File: src/rtl/pattern_ctrl_pkg.sv
// Shared types and symbol encodings for the pattern sequencer.
package pattern_ctrl_pkg;

    typedef enum logic [1:0] {
        IDLE  = 2'd0,
        SEND  = 2'd1,
        CLEAR = 2'd2
    } state_t;

    localparam logic SYM_LOW  = 1'b0;
    localparam logic SYM_HIGH = 1'b1;

endpackage

File: src/rtl/pattern_seq_controller_sym_fifo.sv
// 1-bit symbol FIFO with a two-symbol push port. push1 is only honoured
// together with push0 (it is the second-ordered symbol of a dual press).
// A pop in the same cycle frees a slot for the incoming pushes.
module sym_fifo #(
    parameter int DEPTH = 4
) (
    input  logic                     i_clk,
    input  logic                     i_rst_n,
    input  logic                     i_push0,
    input  logic                     i_sym0,
    input  logic                     i_push1,
    input  logic                     i_sym1,
    input  logic                     i_pop,
    output logic                     o_head,
    output logic                     o_empty,
    output logic [$clog2(DEPTH):0]   o_free,
    output logic                     o_drop
);
    localparam int AW = $clog2(DEPTH);
    localparam int CW = AW + 1;

    logic [DEPTH-1:0] r_mem;
    logic [AW-1:0]    r_wr;
    logic [AW-1:0]    r_rd;
    logic [CW-1:0]    r_cnt;

    logic [CW-1:0]    w_free;
    logic [CW-1:0]    w_avail;
    logic             w_pop;
    logic             w_acc0;
    logic             w_acc1;
    logic [AW-1:0]    w_wr1;

    assign w_pop   = i_pop && (r_cnt != '0);
    assign w_free  = CW'(DEPTH) - r_cnt;
    assign w_avail = w_free + CW'(w_pop);
    assign w_acc0  = i_push0 && (w_avail != '0);
    assign w_acc1  = i_push0 && i_push1 && (w_avail >= CW'(2));
    assign w_wr1   = r_wr + AW'(1);

    assign o_drop  = (i_push0 && !w_acc0) || (i_push1 && !w_acc1);
    assign o_head  = r_mem[r_rd];
    assign o_empty = (r_cnt == '0);
    assign o_free  = w_free;

    // Pointer and occupancy bookkeeping; pointers wrap naturally at DEPTH.
    always_ff @(posedge i_clk or negedge i_rst_n) begin
        if (!i_rst_n) begin
            r_wr  <= '0;
            r_rd  <= '0;
            r_cnt <= '0;
        end else begin
            r_wr  <= r_wr + AW'(w_acc0) + AW'(w_acc1);
            r_rd  <= r_rd + AW'(w_pop);
            r_cnt <= r_cnt + CW'(w_acc0) + CW'(w_acc1) - CW'(w_pop);
        end
    end

    // Storage; contents need no reset since occupancy gates their use.
    always_ff @(posedge i_clk) begin
        if (w_acc0) r_mem[r_wr]  <= i_sym0;
        if (w_acc1) r_mem[w_wr1] <= i_sym1;
    end

endmodule

File: src/rtl/pattern_seq_controller.sv
// Two-button pattern sequencer: press detection, round-robin arbitration of
// dual presses, symbol buffering, detector handshake, idle clear and match count.
module pattern_seq_controller
    import pattern_ctrl_pkg::*;
#(
    parameter int FIFO_DEPTH     = 4,
    parameter int TIMEOUT_CYCLES = 1000000,
    parameter int CLEAR_CYCLES   = 2,
    parameter int CNT_W          = 8
) (
    input  logic             sysclock,
    input  logic             rst_n,
    input  logic [1:0]       btn_level,
    output logic             sym_valid,
    output logic             sym_bit,
    input  logic             sym_ready,
    output logic             det_clear,
    input  logic             z,
    output logic             match_pulse,
    output logic [CNT_W-1:0] match_count,
    output logic             overflow,
    output logic             busy
);
    localparam int FCW = $clog2(FIFO_DEPTH) + 1;
    localparam int TW  = $clog2(TIMEOUT_CYCLES);
    localparam int CCW = $clog2(CLEAR_CYCLES) + 1;
    localparam logic [TW-1:0]  TMO_LAST = TW'(TIMEOUT_CYCLES - 1);
    localparam logic [CCW-1:0] CLR_LAST = CCW'(CLEAR_CYCLES - 1);

    logic [1:0]       r_rst_sync;
    logic             w_rst_n;
    logic [1:0]       r_btn;
    logic [1:0]       r_btn_d;
    logic [1:0]       w_press;
    logic             r_rr;
    logic             w_push0, w_sym0, w_push1, w_sym1;
    logic             w_head, w_empty, w_drop, w_xfer;
    logic [FCW-1:0]   w_free;
    state_t           r_state, w_state_nxt;
    logic             r_fed;
    logic [TW-1:0]    r_tmo;
    logic [CCW-1:0]   r_clr_cnt;
    logic             r_z, r_z_d, r_mpulse, r_ovf;
    logic [CNT_W-1:0] r_mcnt;

    // Reset asserts immediately, deasserts two clean edges later.
    always_ff @(posedge sysclock or negedge rst_n) begin
        if (!rst_n) r_rst_sync <= '0;
        else        r_rst_sync <= {r_rst_sync[0], 1'b1};
    end
    assign w_rst_n = r_rst_sync[1];

    // Register buttons and keep the previous sample for rising-edge detect.
    always_ff @(posedge sysclock or negedge w_rst_n) begin
        if (!w_rst_n) begin
            r_btn   <= '0;
            r_btn_d <= '0;
            r_rr    <= 1'b0;
        end else begin
            r_btn   <= btn_level;
            r_btn_d <= r_btn;
            if (w_press == 2'b11) r_rr <= ~r_rr;
        end
    end
    assign w_press = r_btn & ~r_btn_d;

    // Order presses into up to two symbols; rr picks who goes first on a tie.
    always_comb begin
        w_push0 = 1'b0;
        w_sym0  = SYM_LOW;
        w_push1 = 1'b0;
        w_sym1  = SYM_LOW;
        case (w_press)
            2'b01: begin w_push0 = 1'b1; w_sym0 = SYM_LOW;  end
            2'b10: begin w_push0 = 1'b1; w_sym0 = SYM_HIGH; end
            2'b11: begin
                w_push0 = 1'b1; w_sym0 = r_rr;
                w_push1 = 1'b1; w_sym1 = ~r_rr;
            end
            default: ;
        endcase
    end

    sym_fifo #(.DEPTH(FIFO_DEPTH)) u_fifo (
        .i_clk   (sysclock),
        .i_rst_n (w_rst_n),
        .i_push0 (w_push0),
        .i_sym0  (w_sym0),
        .i_push1 (w_push1),
        .i_sym1  (w_sym1),
        .i_pop   (w_xfer),
        .o_head  (w_head),
        .o_empty (w_empty),
        .o_free  (w_free),
        .o_drop  (w_drop)
    );

    assign w_xfer = (r_state == SEND) && sym_ready;

    // State register.
    always_ff @(posedge sysclock or negedge w_rst_n) begin
        if (!w_rst_n) r_state <= IDLE;
        else          r_state <= w_state_nxt;
    end

    // Next state; SEND stays put while anything remains after this pop
    // (including a symbol arriving the same cycle) to keep 1 symbol/cycle.
    always_comb begin
        w_state_nxt = r_state;
        case (r_state)
            IDLE: begin
                if (!w_empty)                         w_state_nxt = SEND;
                else if (r_fed && (r_tmo == TMO_LAST)) w_state_nxt = CLEAR;
            end
            SEND: begin
                if (w_xfer && (w_free == FCW'(FIFO_DEPTH - 1)) && !w_push0)
                    w_state_nxt = IDLE;
            end
            CLEAR: begin
                if (r_clr_cnt == CLR_LAST) w_state_nxt = IDLE;
            end
            default: w_state_nxt = IDLE;
        endcase
    end

    // Inactivity timer, fed flag and clear-pulse length counter.
    always_ff @(posedge sysclock or negedge w_rst_n) begin
        if (!w_rst_n) begin
            r_fed     <= 1'b0;
            r_tmo     <= '0;
            r_clr_cnt <= '0;
        end else begin
            if (w_xfer) begin
                r_fed <= 1'b1;
                r_tmo <= '0;
            end else if ((r_state == CLEAR) && (r_clr_cnt == CLR_LAST)) begin
                r_fed <= 1'b0;
                r_tmo <= '0;
            end else if ((r_state == IDLE) && r_fed && (r_tmo != TMO_LAST)) begin
                r_tmo <= r_tmo + TW'(1);
            end
            if ((r_state == CLEAR) && (r_clr_cnt != CLR_LAST)) r_clr_cnt <= r_clr_cnt + CCW'(1);
            else                                                r_clr_cnt <= '0;
        end
    end

    // Match edge detect, saturating counter and sticky overflow.
    always_ff @(posedge sysclock or negedge w_rst_n) begin
        if (!w_rst_n) begin
            r_z      <= 1'b0;
            r_z_d    <= 1'b0;
            r_mpulse <= 1'b0;
            r_mcnt   <= '0;
            r_ovf    <= 1'b0;
        end else begin
            r_z      <= z;
            r_z_d    <= r_z;
            r_mpulse <= r_z & ~r_z_d;
            if (r_z && !r_z_d && (r_mcnt != '1)) r_mcnt <= r_mcnt + CNT_W'(1);
            r_ovf    <= r_ovf | w_drop;
        end
    end

    assign sym_valid   = (r_state == SEND);
    assign sym_bit     = sym_valid & w_head;
    assign det_clear   = (r_state == CLEAR);
    assign match_pulse = r_mpulse;
    assign match_count = r_mcnt;
    assign overflow    = r_ovf;
    assign busy        = !w_empty || (r_state != IDLE);

endmodule

File: config.mk
export PLATFORM = sky130hd
export DESIGN_NAME = pattern_seq_controller
export DESIGN_NICKNAME = d
export VERILOG_FILES = /design/src/rtl/pattern_ctrl_pkg.sv /design/src/rtl/pattern_seq_controller_sym_fifo.sv /design/src/rtl/pattern_seq_controller.sv
export SDC_FILE = /design/constraint.sdc
export NUM_CORES = 1
export LEC_CHECK = 0
export CORE_UTILIZATION = 30
export DETAILED_ROUTE_END_ITERATION = 10
export MAX_ROUTING_LAYER = met4
export PLACE_DENSITY = 0.43
export SYNTH_ARGS = -nofsm -noshare
export SYNTH_HDL_FRONTEND = slang
export SYNTH_SLANG_ARGS = --single-unit
File: constraint.sdc
create_clock -name sysclock -period 3.8 [get_ports sysclock]
set_input_delay 0.38 -clock sysclock [delete_from_list [all_inputs] [get_ports sysclock]]
set_output_delay 0.38 -clock sysclock [all_outputs]
set_load 0.005 [all_outputs]
==> summary.md <==
| Metric | Value |
|---|---|
| Pwr Density | `565 nW/um^2` |
| Die W | `97.5 um` |
| Vias in the first global route | `1,937` |
| Post-Synth Simple-Gate Area | `0.194` |
| WP data required | `4.03 ns` |
| Relative slew slack | `0.465` |
| Mapped Area | `2740 sq um` |
| Synth Area in Adders | `0.0540` |
| Die area | `9510 sq um` |
| Post-Route WL | `5.37 mm` |
| Worst IR Drop VDD | `0.321 mV` |
| Crit path kind | `reg -> reg` |
| Largest stage delay, worst path | `0.46 ns` |
| Synth cell types | `51` |
| CP Launch Type | `register` |
| Clock transition at the registers of the reported paths | `0.10 ns` |
| Critical path's most frequent cell | `ha_1` |
| CP Cell Sequence | `inv_1 -> ha_1 -> ha_1 -> nor4bb_1 -> and2_1 -> ha_1 -> nor2_1 -> a21boi_2 -> xor2_1 -> fa_1 -> fa_1 -> xnor2_1 -> xnor2_1` |
| Root Driver | `clkbuf_8` |
| Clk_lat worst skew | `0.31 ns` |
| Setup_tns | `0 ns` |
| CTS tree | `yes` |
| Longest Clk Path Bufs | `2` |
| Setup-failing EPs final | `0` |
| RePlAce Congestion | `0.744` |
| Vias per cell | `4.95` |
| Period utilization | `0.854` |
| Flop-to-flop setup slack | `0.55 ns` |
| Gr ovfl total | `0` |
| Finished Layout Cells | `389` |
| Hold buffer count at cts | `0` |
| First-pass detailed-route iteration total | `4` |
| Sw Share | `0.339` |
| Status | `finished, final reports clean` |
| Detailed router's first-iteration violation count | `120` |
| XOR/XNOR share of the synthesized area | `0.0768` |
| Data arrival time of the critical path | `3.48 ns` |
| First-pass GRT wire length | `9.39 mm` |
| Fin. Hold Viols | `0` |
| Number of enable flip-flop cells after synthesis | `0` |
| Logic pwr share | `0.343` |
| Post-synth ARST share | `0.927` |
| Final hold slack | `0.211 ns` |
| Crit. End Element | `register` |
| Vias | `1,926` |
| Htree depth | `2` |
| Total track usage | `0.126` |
| Leak pwr | `1.31 nW` |
| Most common cell after layout, fill and taps aside | `dfrtp_1` |
| Multiplexer share of the synthesized area | `0.0311` |
| RR Startpoint | `u_fifo.r_cnt[0]` |
| N_diodes | `0` |
| CTS Buf Count | `5` |
| Post-DP HPWL | `3.67 mm` |
| CP top delay family | `adder cells` |
| Largest family of logic cells by synthesized area | `simple AND/OR/NAND/NOR gates` |
| Largest net degree at the start of global routing | `50` |
| Seq pwr share | `0.465` |
| Cts repair resizes | `0` |
| Critical path origin | `u_fifo.r_cnt[0]` |
| Share of layout cells above drive strength 1 | `0.0819` |
| Unrepaired setup endpoints after global routing | `no` |
| Max-cap viol count | `0` |
| Fin Clk Skew | `0.00899 ns` |
| Synthesized net count | `272` |
| Area Growth Syn to Fin | `15.2%` |
| Total core area | `8760 sq um` |
| Period minus WS final | `3.25 ns` |
| DP Worst Slack | `0.529 ns` |
| Placed Cells | `381` |
| Layout filler cell count | `890` |
| Die Ht | `97.5 um` |
| Reg2Reg Capture Point | `u_fifo.r_cnt[2]` |
| Synth warn | `0` |
| Clock power share | `0.192` |
| Most frequent cells in the layout | `dfrtp_1 (50), nand2_1 (21), clkdlybuf4s50_1 (19), nor2_1 (17), nand3_1 (14)` |
| Cell area after layout | `3150 sq um` |
| Nets | `296` |
| # rows | `34` |
| DRC | `0` |
| Synth Flop Type | `dfrtp_1` |
| Compound-Gate Fraction of Synth Area | `0.112` |
| Syn_area_per_cell | `10.7 sq um` |
| Sink Count | `55` |
| Synth Instances | `256` |
| FF-to-FF path depth | `13` |
| Hold crit path type | `in -> async` |
| Area of placed instances | `3060 sq um` |
| FMAX | `0.308 GHz` |
| Fin. max-slew vios | `0` |
| Initial antenna violation count | `0` |
| Tightest Pin Transition | `0.801 ns` |
| Slowest stage cell, crit path | `dfrtp_1` |
| Sw Pwr | `0.603 mW` |
| Buf/Inv on CP | `1` |
| Postcts setup bufs | `0` |
| Register area share after synthesis | `0.496` |
| Synth Register Bits | `55` |
| Port bufs | `19` |
| Post-detailed-route wirelength per cell | `13.8 um` |
| Initial Utilization | `0.312` |
| Num ports | `20` |
| Pint | `1.18 mW` |
| Antenna-violating nets left | `0` |
| CP max FO | `5` |
| PnR worst setup slack | `0.553 ns` |
-- state kept, by name (all words and copies together), names as in the netlist --
name          flops
u_fifo.r_wr       2
r_state           2
r_clr_cnt         2
r_rst_sync        2
match_count       8
r_btn_d           2
u_fifo.r_rd       2
r_btn             2
r_fed             1
u_fifo.r_cnt      3
u_fifo.r_mem      4
overflow          1
match_pulse       1
r_rr              1
r_tmo            20
r_z_d             1
r_z               1
-- kinds of logic (layout without fill, tap and decap cells) --
family	count (synthesis)	after routing
adder cells (fa/ha/maj)	10	10
XOR/XNOR	24	24
AND/OR/NAND/NOR	97	97
AO/OA/AOI/OAI	42	42
flip-flops	55	55
other	1	1
multiplexers	7	7
buffers and inverters	20	45
-- area by class of cell --
| class | instances | area, sq um | area share |
|---|---|---|---|
| timing repair buffer | 25 | 235 | 0.0746 |
| clock inverter | 1 | 8.76 | 0.00278 |
| clock buffer | 7 | 86.3 | 0.0274 |
| multi-input combinational | 181 | 1280 | 0.408 |
| inverter | 12 | 45.0 | 0.0143 |
| sequential | 55 | 1360 | 0.431 |
| tap | 108 | 135 | 0.0429 |
-- how the worst max path moves through the flow --
| stage | endpoint | slack (ns) | cells after the start |
|---|---|---|---|
| floorplan | u_fifo.r_cnt[2] | 0.41 | 15 |
| global placement | u_fifo.r_cnt[2] | 0.55 | 11 |
| detailed placement | u_fifo.r_cnt[2] | 0.53 | 11 |
| CTS | u_fifo.r_cnt[2] | 0.52 | 13 |
| global route | u_fifo.r_cnt[2] | 0.27 | 14 |
| finish | u_fifo.r_cnt[2] | 0.55 | 13 |
-- cell usage after synthesis, types with 3 or more instances --
cell	n	share of area
o211ai_1	7	0.019
o21a_1	3	0.0082
nor2_1	17	0.023
xnor2_1	11	0.035
clkbuf_1	4	0.0055
xor2_1	13	0.042
or4_1	5	0.014
and2_1	4	0.0091
and4_1	3	0.0096
o31ai_1	5	0.014
and3_1	4	0.0091
ha_1	7	0.032
a21oi_1	8	0.015
nor2b_1	3	0.0069
o21ai_0	6	0.011
dfxtp_1	4	0.029
nand3_1	14	0.026
fa_1	3	0.022
nor3_1	4	0.0073
dfrtp_1	51	0.47
nand2_1	21	0.029
mux2i_1	4	0.015
inv_1	12	0.016
nand2b_1	4	0.0091
nand4_1	5	0.011
-- metrics by stage --
step | util | total power [mW]
after detailed placement | 0.349 | 1.45
after global placement | 0.349 | 1.46
after CTS | 0.360 | 1.81
after global routing | 0.360 | 1.93
final | 0.360 | 1.78
after floorplan | - | 1.24
-- layer usage --
| metal | track usage | part of all wire | vias up | routed length [um] |
|---|---|---|---|---|
| li1 | - | - | 952 | - |
| met1 | 0.167 | 0.52 | 952 | 2820 |
| met2 | 0.193 | 0.44 | 17 | 2360 |
| met3 | 0.0245 | 0.022 | 5 | 119 |
| met4 | 0.0441 | 0.012 | 0 | 67 |
| met5 | - | 0 | - | 0 |
-- power groups by stage --
stage          clock, mW  sequential, mW  combinational (mW)
5_1_grt            0.383           0.850               0.694
3_3_place_gp           0           0.842               0.619
6_report           0.342           0.828               0.610
3_5_place_dp           0           0.838               0.612
2_1_floorplan          0           0.808               0.432
4_1_cts            0.363           0.827               0.622
Note: power is estimated with default switching activity, not from simulation.
